## src/rtl/mem_port_arbiter_pkg.sv

```systemverilog
// Shared types for the dual-slot memory port arbiter: FSM states, stall encoding,
// and the per-slot request bundle.
package mem_port_arbiter_pkg;

    localparam int ADDR_W = 32;
    localparam int DATA_W = 32;
    localparam int WEN_W  = 4;

    typedef enum logic {
        IDLE   = 1'b0,
        SECOND = 1'b1
    } arb_state_t;

    typedef enum logic {
        NO_STOP = 1'b0,
        STOP    = 1'b1
    } stall_t;

    typedef struct packed {
        logic              en;
        logic [WEN_W-1:0]  wen;
        logic [ADDR_W-1:0] addr;
        logic [DATA_W-1:0] wdata;
    } mem_req_t;

    localparam mem_req_t REQ_NONE = '0;

    function automatic logic is_load(input mem_req_t r);
        return r.en && (r.wen == '0);
    endfunction

endpackage

```

## src/rtl/mem_req_mux.sv

```systemverilog
// 2:1 selector for a complete slot request (en/wen/addr/wdata); sel=0 picks req_a.
module mem_req_mux
    import mem_port_arbiter_pkg::*;
(
    input  logic     sel,
    input  mem_req_t req_a,
    input  mem_req_t req_b,
    output mem_req_t req_out
);

    assign req_out = sel ? req_b : req_a;

endmodule

```

## src/rtl/mem_port_arbiter.sv

```systemverilog
// Shares one synchronous-read SRAM port between two issue slots. A dual-op pair is
// split over two cycles (older first); load results of a pair are returned together.
module mem_port_arbiter
    import mem_port_arbiter_pkg::*;
(
    input  logic              clk,
    input  logic              rst,
    input  logic              flush,
    input  logic              hold,
    input  logic              older_sel,
    input  logic              req1_en,
    input  logic              req2_en,
    input  logic [WEN_W-1:0]  req1_wen,
    input  logic [WEN_W-1:0]  req2_wen,
    input  logic [ADDR_W-1:0] req1_addr,
    input  logic [ADDR_W-1:0] req2_addr,
    input  logic [DATA_W-1:0] req1_wdata,
    input  logic [DATA_W-1:0] req2_wdata,
    output logic              data_sram_en,
    output logic [WEN_W-1:0]  data_sram_wen,
    output logic [ADDR_W-1:0] data_sram_addr,
    output logic [DATA_W-1:0] data_sram_wdata,
    input  logic [DATA_W-1:0] data_sram_rdata,
    output logic              stallreq_for_mem,
    output logic [DATA_W-1:0] ld_data1,
    output logic [DATA_W-1:0] ld_data2,
    output logic              ld_valid1,
    output logic              ld_valid2
);

    arb_state_t        state;
    mem_req_t          req1, req2, first_req, young_req, lat_req, issue_req;
    logic              lat_slot;
    logic              both, first_slot, issue_slot;
    logic              frozen, active, issue_go, ret_load;
    logic              ret_valid, ret_slot, ret_to_buf, pair_done;
    logic              buf_valid, buf_slot;
    logic [DATA_W-1:0] buf_data;

    assign req1 = {req1_en, req1_wen, req1_addr, req1_wdata};
    assign req2 = {req2_en, req2_wen, req2_addr, req2_wdata};
    assign both = req1_en && req2_en;

    // Slot id 0 = slot1, 1 = slot2. With a single request the lone slot wins.
    assign first_slot = both ? older_sel : (req2_en && !req1_en);

    mem_req_mux u_first_mux (
        .sel     (first_slot),
        .req_a   (req1),
        .req_b   (req2),
        .req_out (first_req)
    );

    mem_req_mux u_young_mux (
        .sel     (~older_sel),
        .req_a   (req1),
        .req_b   (req2),
        .req_out (young_req)
    );

    assign frozen     = (stall_t'(hold) == STOP);
    assign active     = !rst && !flush && !frozen;
    assign issue_req  = (state == SECOND) ? lat_req : first_req;
    assign issue_slot = (state == SECOND) ? lat_slot : first_slot;
    assign issue_go   = active && issue_req.en;
    assign ret_load   = active && is_load(issue_req);

    assign data_sram_en    = issue_go;
    assign data_sram_wen   = issue_go ? issue_req.wen   : '0;
    assign data_sram_addr  = issue_go ? issue_req.addr  : '0;
    assign data_sram_wdata = issue_go ? issue_req.wdata : '0;

    // While frozen, a pending younger op still needs ID/EX held.
    assign stallreq_for_mem = !rst && !flush &&
                              (frozen ? (state == SECOND) : (state == IDLE && both));

    always_comb begin
        ld_valid1 = 1'b0;
        ld_valid2 = 1'b0;
        ld_data1  = '0;
        ld_data2  = '0;
        if (!rst) begin
            if (ret_valid && !ret_to_buf) begin
                if (ret_slot) begin
                    ld_valid2 = 1'b1;
                    ld_data2  = data_sram_rdata;
                end else begin
                    ld_valid1 = 1'b1;
                    ld_data1  = data_sram_rdata;
                end
            end
            if (pair_done && buf_valid) begin
                if (buf_slot) begin
                    ld_valid2 = 1'b1;
                    ld_data2  = buf_data;
                end else begin
                    ld_valid1 = 1'b1;
                    ld_data1  = buf_data;
                end
            end
        end
    end

    always_ff @(posedge clk) begin
        if (rst || flush) begin
            state      <= IDLE;
            lat_req    <= REQ_NONE;
            lat_slot   <= 1'b0;
            ret_valid  <= 1'b0;
            ret_slot   <= 1'b0;
            ret_to_buf <= 1'b0;
            pair_done  <= 1'b0;
            buf_valid  <= 1'b0;
            buf_slot   <= 1'b0;
            buf_data   <= '0;
        end else begin
            ret_valid  <= ret_load;
            ret_slot   <= issue_slot;
            ret_to_buf <= issue_go && (state == IDLE) && both;
            pair_done  <= issue_go && (state == SECOND);
            if (pair_done) begin
                buf_valid <= 1'b0;
                buf_slot  <= 1'b0;
                buf_data  <= '0;
            end
            // Older load of a split pair: park its data until the younger returns.
            if (ret_valid && ret_to_buf) begin
                buf_valid <= 1'b1;
                buf_slot  <= ret_slot;
                buf_data  <= data_sram_rdata;
            end
            if (!frozen) begin
                case (state)
                    IDLE: begin
                        if (both) begin
                            state    <= SECOND;
                            lat_req  <= young_req;
                            lat_slot <= ~older_sel;
                        end
                    end
                    SECOND: begin
                        state    <= IDLE;
                        lat_req  <= REQ_NONE;
                        lat_slot <= 1'b0;
                    end
                    default: state <= IDLE;
                endcase
            end
        end
    end

endmodule
```

## config.mk

```make
export PLATFORM = sky130hd
export DESIGN_NAME = mem_port_arbiter
export DESIGN_NICKNAME = d
export VERILOG_FILES = /design/src/rtl/mem_port_arbiter_pkg.sv /design/src/rtl/mem_req_mux.sv /design/src/rtl/mem_port_arbiter.sv
export SDC_FILE = /design/constraint.sdc
export NUM_CORES = 1
export LEC_CHECK = 0
export BUFFER_PORTS_ARGS = -buffer_cell sky130_fd_sc_hd__buf_2
export CAP_MARGIN = 20
export CORE_ASPECT_RATIO = 1.5
export CORE_MARGIN = 5
export CORE_UTILIZATION = 45
export DETAILED_ROUTE_END_ITERATION = 8
export PLACE_DENSITY = 0.83
export SETUP_SLACK_MARGIN = 0.5
export SLEW_MARGIN = 5
export SYNTH_ARGS = -nofsm -noshare
export SYNTH_HDL_FRONTEND = slang
export SYNTH_SLANG_ARGS = --single-unit
```

## constraint.sdc

```tcl
create_clock -name clk -period 2.9 [get_ports clk]
set_input_delay 0.87 -clock clk [delete_from_list [all_inputs] [get_ports clk]]
set_output_delay 0.87 -clock clk [all_outputs]
set_load 0.01 [all_outputs]
```

==> results_dict.tcl <==
set metrics [dict create \
    die_y_um 160 \
    finalWeightedCongestion 0.852 \
    yosys_warnings 0 \
    first_global_vias 7590 \
    synth.top_cell.area_share 0.323 \
    design_area_mm2 0.00978 \
    drv_cap 0 \
    worst_ep_arrival_time_ps 2070 \
    relSlewSlack 0.476 \
    grt_pass1_wl_um 35700 \
    mostFrequentLayoutCells "buf_2 (300), nand2_1 (139), mux2i_1 (131), dfxtp_1 (104), o2bb2ai_1 (69)" \
    antenna_cells_inserted 0 \
    drt_first_pass_iters 5 \
    worstSkewPairLatency_ps 340 \
    cts-buffers-inserted 9 \
    std_cell_rows 55 \
    fin_setup_tns_ps -421 \
    power_per_cell_area_mw_per_mm2 333 \
    worstPathCellList "buf_6 -> or2_4 -> nor3_4 -> o21ai_4 -> buf_12 -> o21ai_1 -> buf_2" \
    clock_h_tree_levels 3 \
    worst_ir_drop_vdd_uv 227 \
    cp_top_family "simple AND/OR/NAND/NOR gates" \
    setup.worst_path.class "in -> out" \
    avgRoutedWirePerCell_um 18.2 \
    ctsRootBufferMaster "clkbuf_16" \
    cts.sink_count 109 \
    drt-total-wl_um 24400 \
    worst_setup_path_endpoint "data_sram_wdata[8]" \
    final_max_slew_violation_count 0 \
    period_needed_ps 2940 \
    path_buf_inv 3 \
    timing.final.hold_violations 0 \
    ctsLongestPathBuffers 2 \
    critical_path_depth 7 \
    ant_nets 0 \
    worst_hold_class "reg -> reg" \
    worst-r2r-setup-slack_ps 1030 \
    avgViaCountPerCell 5.72 \
    synthesized_cell_area_mm2 0.00676 \
    rsz0062_at_grt "yes" \
    hold_path_startpoint "lat_req[25]$_SDFFE_PP0P_" \
    start_util 0.453 \
    synth_sequential_area_ratio 0.323 \
    drcViolationCount 0 \
    timing.rr.start "state$_SDFFE_PP0N_" \
    async_reset_ff_frac 0 \
    ys_dominant_reg_cell "dfxtp_1" \
    layout.cells.most_common "buf_2" \
    fp.dieW_um 110 \
    layout-drive-gt1-share 0.423 \
    edff_count_synth 0 \
    cp.required_ps 2030 \
    floorplan.die_area_mm2 0.0176 \
    portBuffers 310 \
    outcome "complete, but fails checks" \
    worstSetupStartpointType "input port" \
    ff2ff_path_depth 7 \
    worst_clock_skew_ps 7.01 \
    placement_cell_area_mm2 0.00875 \
    slowest_delay_ps 290 \
    cellLeakagePower_nw 4.45 \
    failed_checks "setup timing" \
    synthToLayoutAreaGrowth_pct 44.6 \
    cpMaxStageDelayCell "or2_4" \
    nets_final 1311 \
    dp.final_hpwl_um 16200 \
    setup_viol 37 \
    core_area_mm2 0.0149 \
    tritoncts "done" \
    startpoint "rst" \
    worstMarginPinSlew_ps 786 \
    post_synth.cell_area_avg_um2 8.11 \
    reg2reg_to "ret_valid$_SDFF_PP0_" \
    synthTopCellsByArea "dfxtp_1 (32%), mux2i_1 (20%), o2bb2ai_1 (8.9%), nand2_1 (7.8%), a22oi_1 (5.0%)" \
    yosys_register_bits 109 \
    grtUsageTotal 0.247 \
    initialDrtViolationCount 553 \
    cts.reportedPaths.clkPinSlew_ps 70 \
    net_count_after_synthesis 1009 \
    crit_path_end_kind "primary output" \
    globalRouteOverflowTotal 0 \
    fmax_ghz 0.340 \
    crit_fanout 27 \
    fin_util 0.655 \
    cell_accounting_for_the_most_synthesized_area "dfxtp_1" \
    route.vias.total 7660 \
    pin_count_of_the_biggest_net_entering_global_routing 67 \
    num_io_pins 311 \
    netlist_instances 834 \
    ys_types 40 \
    fin_ws_ps -40.1 \
    post-place-ws_ps -229 \
    grt_antenna_before_repair 1 \
    layout_worst_path_cycle_share 1.01 \
]
==> state kept, by name, summed over array words and instances, names as in the netlist <==
register	cells
state	1
lat_slot	1
lat_req	69
buf_valid	1
ret_to_buf	1
buf_slot	1
ret_slot	1
pair_done	1
ret_valid	1
buf_data	32
==> metal layers <==
metal	track usage	vias to the layer above	part of all wire
li1	-	3616	-
met1	0.265	3600	0.36
met2	0.454	350	0.53
met3	0.0449	92	0.066
met4	0.114	2	0.046
met5	0	-	0.00074
==> worst reg2reg max path: cells and delay by family, from the launching register on <==
kind	cells	cell delay, ps
flip-flops	1	590
AND/OR/NAND/NOR	2	440
buffers and inverters	3	280
AO/OA/AOI/OAI	2	480
==> timing repair <==
item | in CTS | in global routing
hold buffers | 0 | 0
setup endpoints to repair | 136 | 136
buffers inserted | 8 | 5
gates cloned | 4 | 6
pin swaps | 31 | 24
gates resized for setup | 87 | 33
==> synthesized netlist by cell type, types with 4 or more instances <==
master / n
nand3b_1: 34
buf_4: 12
nand2b_1: 5
nor2b_1: 4
a22oi_1: 45
nor2_1: 55
nand2_1: 140
o21ai_1: 60
clkbuf_1: 38
a221oi_1: 4
mux2i_1: 133
a21oi_1: 60
buf_2: 29
buf_1: 4
o2bb2ai_1: 69
dfxtp_1: 109
o21ai_0: 4
inv_1: 4
==> per-stage QoR <==
stage               power (W)  hold slack [ps]  std cells
floorplan             0.00188              432        834
global placement      0.00211              444       1300
detailed placement    0.00213              447       1300
CTS                   0.00328              468       1327
global route          0.00341              482       1339
finish                0.00326              467       1339
==> cell families after synthesis <==
| kind of cell | Yosys count | synth area share |
|---|---|---|
| mux | 133 | 0.197 |
| compound gates | 247 | 0.242 |
| buf+inv | 89 | 0.0625 |
| simple gates | 256 | 0.176 |
| flops | 109 | 0.323 |
==> power by group <==
part	switching [W]	internal, W
combinational	0.000323	0.000286
clock	0.000543	0.000582
sequential	0.0000104	0.00151
==> layout make-up <==
class                      instances  area, um^2
sequential                       109        2190
tap                              199         249
clock buffer                      10         229
fill                            1218        5150
inverter                           5        26.3
multi-input combinational        636        4640
timing repair buffer             375        2410
clock inverter                     5        37.5
==> worst min-delay path by stage <==
stage / to / cells past startpoint
finish: lat_req[25]$_SDFFE_PP0P_ / 1
global route: lat_req[23]$_SDFFE_PP0P_ / 1
CTS: lat_req[28]$_SDFFE_PP0P_ / 1
detailed placement: lat_req[56]$_SDFFE_PP0P_ / 1
global placement: lat_req[27]$_SDFFE_PP0P_ / 1
floorplan: lat_slot$_SDFFE_PP0P_ / 1
(Power assumes the default switching activity.)
